**src/rtl/sim_ctrl_pkg.sv**
```systemverilog
// Shared types and constants for the simulation/emulation controller.
package sim_ctrl_pkg;

    // Controller phases. PASS, FAIL and TIMEOUT are terminal until reset.
    typedef enum logic [2:0] {
        ST_HOLD,
        ST_RUN,
        ST_PASS,
        ST_FAIL,
        ST_TIMEOUT
    } state_t;

    // Mailbox register map (write-only). Address 3 is reserved and ignored.
    localparam logic [1:0] ADDR_VERDICT = 2'd0;
    localparam logic [1:0] ADDR_KICK    = 2'd1;
    localparam logic [1:0] ADDR_MASK    = 2'd2;

    // Bit positions inside a VERDICT write.
    localparam int VERDICT_PASS_BIT = 0;
    localparam int VERDICT_FAIL_BIT = 1;

    // Failure codes generated by the controller itself.
    localparam logic [7:0] FAIL_TIMEOUT = 8'hFF;
    localparam logic [7:0] FAIL_CH_BASE = 8'h80;

    function automatic logic is_terminal(state_t s);
        return (s == ST_PASS) || (s == ST_FAIL) || (s == ST_TIMEOUT);
    endfunction

endpackage

```
**src/rtl/sim_ctrl_chtrack.sv**
```systemverilog
// Per-channel DMA completion tracker: sticky done/err flags, the channel
// mask, and the all-done / any-error / lowest-error-index summaries.
// Summaries include the current-cycle ch_done/ch_err so a decision can be
// taken on the same edge the event arrives.
module sim_ctrl_chtrack #(
    parameter int NUM_CH = 4
) (
    input  logic              clk,
    input  logic              reset,
    input  logic              sample,
    input  logic [NUM_CH-1:0] ch_done,
    input  logic [NUM_CH-1:0] ch_err,
    input  logic              mask_we,
    input  logic [NUM_CH-1:0] mask_data,
    output logic              all_done,
    output logic              any_err,
    output logic [3:0]        err_idx
);

    logic [NUM_CH-1:0] done_sticky;
    logic [NUM_CH-1:0] err_sticky;
    logic [NUM_CH-1:0] ch_mask;
    logic [NUM_CH-1:0] done_now;
    logic [NUM_CH-1:0] err_masked;

    // Sticky flags accumulate only while sampling; mask follows CPU writes.
    always_ff @(posedge clk or negedge reset) begin
        if (!reset) begin
            done_sticky <= '0;
            err_sticky  <= '0;
            ch_mask     <= '1;
        end else begin
            // NOTE: every register uses <= so all flops see pre-edge values.
            if (sample) begin
                done_sticky <= done_sticky | ch_done;
                err_sticky  <= err_sticky | ch_err;
            end
            if (mask_we) begin
                ch_mask <= mask_data;
            end
        end
    end

    assign done_now   = done_sticky | ch_done;
    assign err_masked = (err_sticky | ch_err) & ch_mask;

    // An empty mask never counts as "all done": it disables auto-pass.
    assign all_done = (ch_mask != '0) && ((done_now & ch_mask) == ch_mask);
    assign any_err  = |err_masked;

    // Lowest-numbered masked channel reporting an error.
    always_comb begin
        // NOTE: default first so no path through the loop leaves err_idx unassigned (no latch).
        err_idx = '0;
        for (int i = NUM_CH - 1; i >= 0; i--) begin
            if (err_masked[i]) begin
                err_idx = 4'(i);
            end
        end
    end

endmodule

```
**src/rtl/sim_ctrl.sv**
```systemverilog
// Simulation controller for the CDMA test harness: sequences the SoC reset,
// runs a kickable watchdog, accepts a pass/fail verdict from the CPU and
// tracks DMA channel completion, ending in a sticky PASS/FAIL/TIMEOUT.
module sim_ctrl #(
    parameter int RESET_CYCLES   = 4,
    parameter int TIMEOUT_CYCLES = 1400,
    parameter int NUM_CH         = 4,
    parameter int DATA_W         = 32,
    parameter int CNT_W          = 32
) (
    input  logic              clk,
    input  logic              reset,
    output logic              soc_reset,
    input  logic              wr_valid,
    output logic              wr_ready,
    input  logic [1:0]        wr_addr,
    input  logic [DATA_W-1:0] wr_data,
    input  logic [NUM_CH-1:0] ch_done,
    input  logic [NUM_CH-1:0] ch_err,
    output logic              sim_done,
    output logic              sim_pass,
    output logic              sim_timeout,
    output logic [7:0]        fail_code,
    output logic [CNT_W-1:0]  cycle_count
);

    import sim_ctrl_pkg::*;

    localparam logic [7:0]       HOLD_LAST = 8'(RESET_CYCLES - 1);
    localparam logic [CNT_W-1:0] WD_RELOAD = CNT_W'(TIMEOUT_CYCLES);

    state_t           state;
    state_t           next_state;
    logic [7:0]       hold_cnt;
    logic [CNT_W-1:0] wd;

    logic       in_hold;
    logic       in_run;
    logic       hold_last;
    logic       wr_fire;
    logic       verdict_we;
    logic       fail_req;
    logic       pass_req;
    logic       kick;
    logic       mask_we;
    logic       wd_expire;
    logic       all_done;
    logic       any_err;
    logic [3:0] err_idx;
    logic       unused_wr_data;

    assign in_hold   = (state == ST_HOLD);
    assign in_run    = (state == ST_RUN);
    assign hold_last = (hold_cnt == HOLD_LAST);

    // Mailbox decode; writes are only accepted in RUN.
    assign wr_fire    = wr_valid & wr_ready;
    assign verdict_we = wr_fire && (wr_addr == ADDR_VERDICT);
    assign fail_req   = verdict_we && wr_data[VERDICT_FAIL_BIT];
    assign pass_req   = verdict_we && wr_data[VERDICT_PASS_BIT];
    assign kick       = wr_fire && (wr_addr == ADDR_KICK);
    assign mask_we    = wr_fire && (wr_addr == ADDR_MASK);

    // A kick in the expiring cycle rescues the run.
    assign wd_expire = (wd == CNT_W'(1)) && !kick;

    // Only a slice of the write data is architecturally meaningful.
    assign unused_wr_data = ^wr_data;

    sim_ctrl_chtrack #(
        .NUM_CH(NUM_CH)
    ) u_chtrack (
        .clk      (clk),
        .reset    (reset),
        .sample   (in_run),
        .ch_done  (ch_done),
        .ch_err   (ch_err),
        .mask_we  (mask_we),
        .mask_data(wr_data[NUM_CH-1:0]),
        .all_done (all_done),
        .any_err  (any_err),
        .err_idx  (err_idx)
    );

    // State register.
    always_ff @(posedge clk or negedge reset) begin
        if (!reset) begin
            state <= ST_HOLD;
        end else begin
            state <= next_state;
        end
    end

    // Next-state decode; in RUN the outcomes rank fail > pass > timeout.
    always_comb begin
        next_state = state;
        case (state)
            ST_HOLD: begin
                if (hold_last) begin
                    next_state = ST_RUN;
                end
            end
            ST_RUN: begin
                if (fail_req || any_err) begin
                    next_state = ST_FAIL;
                end else if (pass_req || all_done) begin
                    next_state = ST_PASS;
                end else if (wd_expire) begin
                    next_state = ST_TIMEOUT;
                end
            end
            default: begin
                next_state = state;
            end
        endcase
    end

    // Reset-hold counter: RESET_CYCLES edges in HOLD before RUN.
    always_ff @(posedge clk or negedge reset) begin
        if (!reset) begin
            hold_cnt <= '0;
        end else if (in_hold && !hold_last) begin
            hold_cnt <= hold_cnt + 8'd1;
        end
    end

    // Watchdog: armed in HOLD, counts down in RUN, parked at 0 when the run ends.
    always_ff @(posedge clk or negedge reset) begin
        if (!reset) begin
            wd <= '0;
        end else if (in_hold) begin
            wd <= WD_RELOAD;
        end else if (in_run) begin
            if (next_state != ST_RUN) begin
                wd <= '0;
            end else if (kick) begin
                wd <= WD_RELOAD;
            end else begin
                wd <= wd - CNT_W'(1);
            end
        end
    end

    // RUN cycle counter, saturating; frozen once a terminal state is reached.
    always_ff @(posedge clk or negedge reset) begin
        if (!reset) begin
            cycle_count <= '0;
        end else if (in_run && (cycle_count != '1)) begin
            cycle_count <= cycle_count + CNT_W'(1);
        end
    end

    // Failure code captured on the edge that enters FAIL or TIMEOUT. A CPU
    // fail verdict carries its own code and takes precedence over the
    // channel-derived one when both happen together.
    always_ff @(posedge clk or negedge reset) begin
        if (!reset) begin
            fail_code <= '0;
        end else if (in_run) begin
            if (next_state == ST_FAIL) begin
                fail_code <= fail_req ? wr_data[15:8] : (FAIL_CH_BASE | {4'b0000, err_idx});
            end else if (next_state == ST_TIMEOUT) begin
                fail_code <= FAIL_TIMEOUT;
            end
        end
    end

    // Outputs are pure decodes of the registered state.
    assign soc_reset   = in_hold;
    assign wr_ready    = in_run;
    assign sim_done    = is_terminal(state);
    assign sim_pass    = (state == ST_PASS);
    assign sim_timeout = (state == ST_TIMEOUT);

endmodule

```
**config.mk**
```make
export PLATFORM = sky130hd
export DESIGN_NAME = sim_ctrl
export DESIGN_NICKNAME = d
export VERILOG_FILES = /design/src/rtl/sim_ctrl_pkg.sv /design/src/rtl/sim_ctrl_chtrack.sv /design/src/rtl/sim_ctrl.sv
export SDC_FILE = /design/constraint.sdc
export NUM_CORES = 1
export LEC_CHECK = 0
export BUFFER_PORTS_ARGS = -buffer_cell sky130_fd_sc_hd__buf_2
export CAP_MARGIN = 30
export CORE_MARGIN = 4
export CORE_UTILIZATION = 36
export DETAILED_ROUTE_END_ITERATION = 7
export PLACE_DENSITY = 0.65
export SLEW_MARGIN = 20
export SYNTH_ARGS = -nofsm -noshare
export SYNTH_HDL_FRONTEND = slang
export SYNTH_SLANG_ARGS = --single-unit
export TNS_END_PERCENT = 20
```
**constraint.sdc**
```tcl
create_clock -name clk -period 2.6 [get_ports clk]
set_input_delay 0.13 -clock clk [delete_from_list [all_inputs] [get_ports clk]]
set_output_delay 0.13 -clock clk [all_outputs]
set_load 0.02 [all_outputs]
```
* Word level (Yosys, flattened, before mapping) *
Cells that the tools add are included.

word-level totals
  input port bits = 45
  bits in registers = 95
  logic and storage cells = 67
  output and inout bits = 45

operators by class
  $add $sub $neg = 3
  bitwise logic cells = 5
  muxes and demuxes = 16
  reduce and logical (&&, ||, !) cells = 22
  equal/unequal tests = 13

operator list
  operator               number
  $mux 32                4
  $add 32x1->32 const B  1
  $eq 32x1->1 const B    1
  $ne 32x32->1 const B   1
  $sub 32x1->32 const B  1
  $mux 8                 3
  $mux 3                 4
  $eq 3x2->1 const B     3
  $logic_and 1x1->1      9
  $add 8x1->8 const B    1
  $and 4x4->4            2
  $eq 8x2->1 const B     1
  $mux 2                 4
  $or 4x4->4             2
  $eq 3x3->1 const B     2
  $pmux 3 s2             1
  $eq 4x4->1             1
  $logic_or 1x1->1       4
  $reduce_bool 2->1      2
  $reduce_bool 4->1      1
  $reduce_or 4->1        1
  $eq 3x1->1 const B     1
  $logic_not 3->1        1
  $ne 3x1->1 const B     1
  other kinds (6)        7

* Depth between registers and ports, before layout *
  depth after elaboration = 13
  mapped depth = 10
  gate-level depth less buffers = 8

* By module *
Synthesis repeated with hierarchy kept, for this count alone.

unflattened totals
  cell total of the unflattened synthesis = 497
  area total of the unflattened synthesis = 4755.8 µm²

by module, submodules not included
  module            times used  sequential area each (µm²)  area each (µm²)  cells an instance
  sim_ctrl          1           2077.0                      4222.8           452
  sim_ctrl_chtrack  1           305.3                       533.0            45

* Least setup slack after synthesis *
Ideal clock, no wire load.

  path type = flip-flop to flip-flop
  start point = reg wd[14]
  end point = reg fail_code[7]
  slack = 0.169 ns
  clock period less this slack = 2.431 ns
  cell stages (with the launch flop) = 9
  path buffers = 2
  required time = 2.474 ns
  arrival = 2.305 ns
  setup time = 0.126 ns
  cell sequence = dfrtp_1 or4_4 or2_0 buf_6 nor4b_4 o21ai_2 and2_4 buf_6 o32a_1

on the way
  longest elaborated chain between the ends = 9
  elaborated cells on any way between the ends = 11
  those cells by class = eq/ne (3); mux (5); reduce/logical (3)

ends and longest elaborated chain
  element                                   line                              source
  start: declaration                        sim_ctrl.sv:35                    logic [CNT_W-1:0] wd;
  start signal: assignment                  sim_ctrl.sv:139                   wd <= wd - CNT_W'(1);
  $eq 32x1->1 (*)                           sim_ctrl.sv:65                    assign wd_expire = (wd == CNT_W'(1)) && !kick;
  $logic_and 1x1->1 (*)                     sim_ctrl.sv:65
  $mux 3 (*)                                sim_ctrl.sv:108                   end else if (wd_expire) begin
  $mux 3 (*)                                sim_ctrl.sv:106                   end else if (pass_req || all_done) begin
  $mux 3 (*)                                sim_ctrl.sv:104                   if (fail_req || any_err) begin
  $pmux 3 s2 (*)                            sim_ctrl.sv:97                    case (state)
  $eq 3x2->1 or $eq 3x3->1 (tied branches)  sim_ctrl.sv:160, sim_ctrl.sv:162
  $reduce_bool 2->1 (no source line)        n/a
  $reduce_and 2->1 (no source line)         n/a
  end signal: assignment                    sim_ctrl.sv:161                   fail_code <= fail_req ? wr_data[15:8] : (FAIL_CH_BASE | {4'b0000, err_idx});
  end: declaration                          sim_ctrl.sv:23                    output logic [7:0] fail_code,

Every way passes the cells marked *; elsewhere a longest branch is shown, timed or not.
A chain may end at the register's enable or synchronous reset.

* Worst setup path after layout *
  start point = reg wd[14]
  end point = reg wd[27]

on the way
  longest elaborated chain between the ends = 10
  elaborated cells on any way between the ends = 12
  those cells by class = add/sub (1); eq/ne (2); mux (8); reduce/logical (1)

ends and longest elaborated chain
  element            line             source
  $eq 32x1->1        sim_ctrl.sv:65
  $logic_and 1x1->1  sim_ctrl.sv:65
  $mux 3             sim_ctrl.sv:108
  $mux 3             sim_ctrl.sv:106
  $mux 3             sim_ctrl.sv:104
  $pmux 3 s2         sim_ctrl.sv:97
  $ne 3x1->1         sim_ctrl.sv:134  if (next_state != ST_RUN) begin
  $mux 32 (*)        sim_ctrl.sv:134
  $mux 32 (*)        sim_ctrl.sv:133  end else if (in_run) begin
  $mux 32 (*)        sim_ctrl.sv:131  end else if (in_hold) begin

Every way passes the cells marked *; elsewhere a longest branch is shown, timed or not. The select of a mux whose other input is x is not followed.

==> results.toml <==
[placement]
routabilityCongestion = 0.813
place_area_um2 = 5550
place_ws_ps = 100
io_buffers = 69
hpwl_mm = 8.52

[worst_setup_path]
setup.worst_path.class = "reg2reg"
crit_slowest_cell = "or4_4"
crit_chain = "or4_4 > or2_0 > buf_4 > or3_1 > o41a_1 > nor2_1 > o21ai_1"
arrival_ps = 2720
cp-end-kind = "flip-flop"
critical-path-max-stage-delay_ps = 550
rrSetupSlack_ps = 100
critPathRequiredTime_ps = 2820
r2r_cells = 7
path_max_fanout = 8
reg2reg_to = "wd[27]"
start_kind = "flip-flop"
timing.rr.start = "wd[14]"

[yosys]
synth_commonest_cells = "dfrtp_1, nand2_1, nor2_1"
yosysSeqAreaShare_pct = 49.1
syn_area_um2 = 4860
syn_nets = 541
synth_enable_flop_cells = 0
synth_cell_types = 68
netlist_instances = 492
synth_most_common_cell = "dfrtp_1"
synth_area_per_cell_um2 = 9.87
yosysWarnings = 0
ys_ff_latch = 95
synthTopCellsByArea = "dfrtp_1, xnor2_1, nand2_1"
synth-main-ff-cell = "dfrtp_1"
synth_top_area_share_pct = 46.9
yosysTopAreaCell = "dfrtp_1"
synthArstFlopShare_pct = 100

[sta]
timing.fmax_ghz = 0.401
period_needed_ps = 2500
report.final.slew_viol_count = 0
rsz0062_at_grt = "false"
slew-limit-headroom_pct = 56.6
tightest_slew_ps = 651
skew_ps = 9.79
final.setup.tns_ps = 0
period_share_pct = 96.0
hold_viol = 0
worst_slack_ps = 104
setup_viol_count_final = 0

[cts]
clk_latency_ps = 340
cts_sinks = 95
cts_inserted_buffers = 9
cts_root_buf = "clkbuf_16"
clockBufferDepth = 2
cts_tree = "yes"
htreeDepth = 3
cts.clk_slew.worst_paths_ps = 60

[status]
status = "complete, no violations"

[drt]
viasPerCell = 5.45
wl_per_cell_um = 15.7
finalWirelength_mm = 12.1
dr.pass1.iters = 5
num_vias = 4212
drcViolationCount = 0
drt_iter0_drc = 244
drtAntennaViolNets = 0

[power]
ir_drop_mv = 0.341
p_per_area_nw_per_um2 = 469
p_leak_nw = 2.81

[floorplanning]
design.die.area_um2 = 15400
chipWidth_um = 124
core_area_um2 = 13200
rows = 42
io_pins = 90
start_util_pct = 36.7
die_y_um = 124

[finish]
syn_to_final_growth_pct = 22.5
final_area_um2 = 5950
diodes = 0
nNetsFinal = 642
layout-drive-gt1-share_pct = 22.8

[grt]
overflow = 0
grt_first_pass_wirelength_mm = 20.5
antenna_found_initial = 0
grt_util_all_layers_pct = 16.6
grt_pass1_vias = 4248
grt_max_degree = 50

[min_path]
min_to = "u_chtrack.err_sticky[0]"
hold_depth = 2
hp-start = "ch_err[0]"
hp-class = "in2reg"

[run]
drv_cap = 0
## worst max-delay path by stage
stage | startpoint | end
after global placement | wd[14] | wd[27]
final | wd[14] | wd[27]
after global routing | wd[14] | wd[27]
after CTS | wd[14] | wd[27]
after floorplan | wd[14] | fail_code[7]
after detailed placement | wd[14] | wd[27]
## power breakdown
| part | internal, mW | switching (mW) | total (mW) | leakage [nW] |
|---|---|---|---|---|
| Combinational | 0.0327 | 0.0488 | 0.0815 | 1.48 |
| Sequential | 1.48 | 0.000883 | 1.48 | 1.20 |
| Clock | 0.674 | 0.550 | 1.22 | 0.130 |
| Total | 2.19 | 0.600 | 2.79 | 2.81 |
## cells in the final DEF (no fill, tap or decap), types with 12 or more instances in the layout
| cell | count |
|---|---|
| a31oi_1 | 20 |
| o21ai_0 | 14 |
| nand3_1 | 23 |
| nor2_1 | 32 |
| nand4_1 | 20 |
| dlygate4sd3_1 | 12 |
| a21oi_1 | 13 |
| xnor2_1 | 30 |
| nor3_1 | 16 |
| buf_2 | 68 |
| nand2_1 | 57 |
| buf_4 | 28 |
| dfrtp_1 | 91 |
## routing by layer
layer,up-vias,track usage [%],part of all wire (%)
li1,2010,-,-
met1,2079,22.0,44
met2,100,26.7,50
met3,23,3.36,3.2
met4,0,6.91,2.3
met5,-,0,0
## kinds of logic (layout without fill, tap and decap cells)
| group | after synthesis | count (layout) | share of synthesized area (%) |
|---|---|---|---|
| AO/OA/AOI/OAI | 102 | 102 | 14.1 |
| multiplexers | 8 | 8 | 1.80 |
| flip-flops | 95 | 95 | 49.1 |
| buffers and inverters | 28 | 133 | 2.96 |
| AND/OR/NAND/NOR | 215 | 215 | 23.8 |
| adder cells (fa/ha/maj) | 4 | 4 | 1.03 |
| XOR/XNOR | 40 | 40 | 7.21 |
## through the flow
step / instances / util [%] / power, mW / hold slack, ps
3_5_place_dp: 746 / 41.9 / 1.58 / 199
4_1_cts: 773 / 44.9 / 2.82 / 1.16
5_1_grt: 773 / 44.9 / 2.89 / 13.5
3_3_place_gp: 746 / 41.9 / 1.58 / 186
2_1_floorplan: 492 / - / 1.52 / -166
6_report: 773 / 44.9 / 2.79 / 11.5
## critical path, delay by kind of cell (launching register included)
kind / cells / cell delay, ps
AOI/OAI and AO/OA: 2 / 410
buffers and inverters: 1 / 190
DFF: 1 / 380
and+or+nand+nor: 4 / 1400
## final cells by class
class                      instances  area (um^2)
timing repair buffer             110          711
multi-input combinational        369         2340
inverter                           8         30.0
fill                            1291         7300
clock buffer                      13          250
clock inverter                     2         17.5
sequential                        95         2380
tap                              176          220
## timing repair
action,in CTS,in global routing
buffers inserted,0,0
resized for setup,0,1
setup endpoints to repair,0,3
hold buffers,12,0
endpoints found under the hold margin,55,0
## registers in the layout (all words and copies together) (netlist names)
name,cells
wd,32
state,3
u_chtrack.err_sticky,4
fail_code,8
cycle_count,32
u_chtrack.ch_mask,4
hold_cnt,8
u_chtrack.done_sticky,4
No activity file was read; power rests on OpenSTA's default activity.
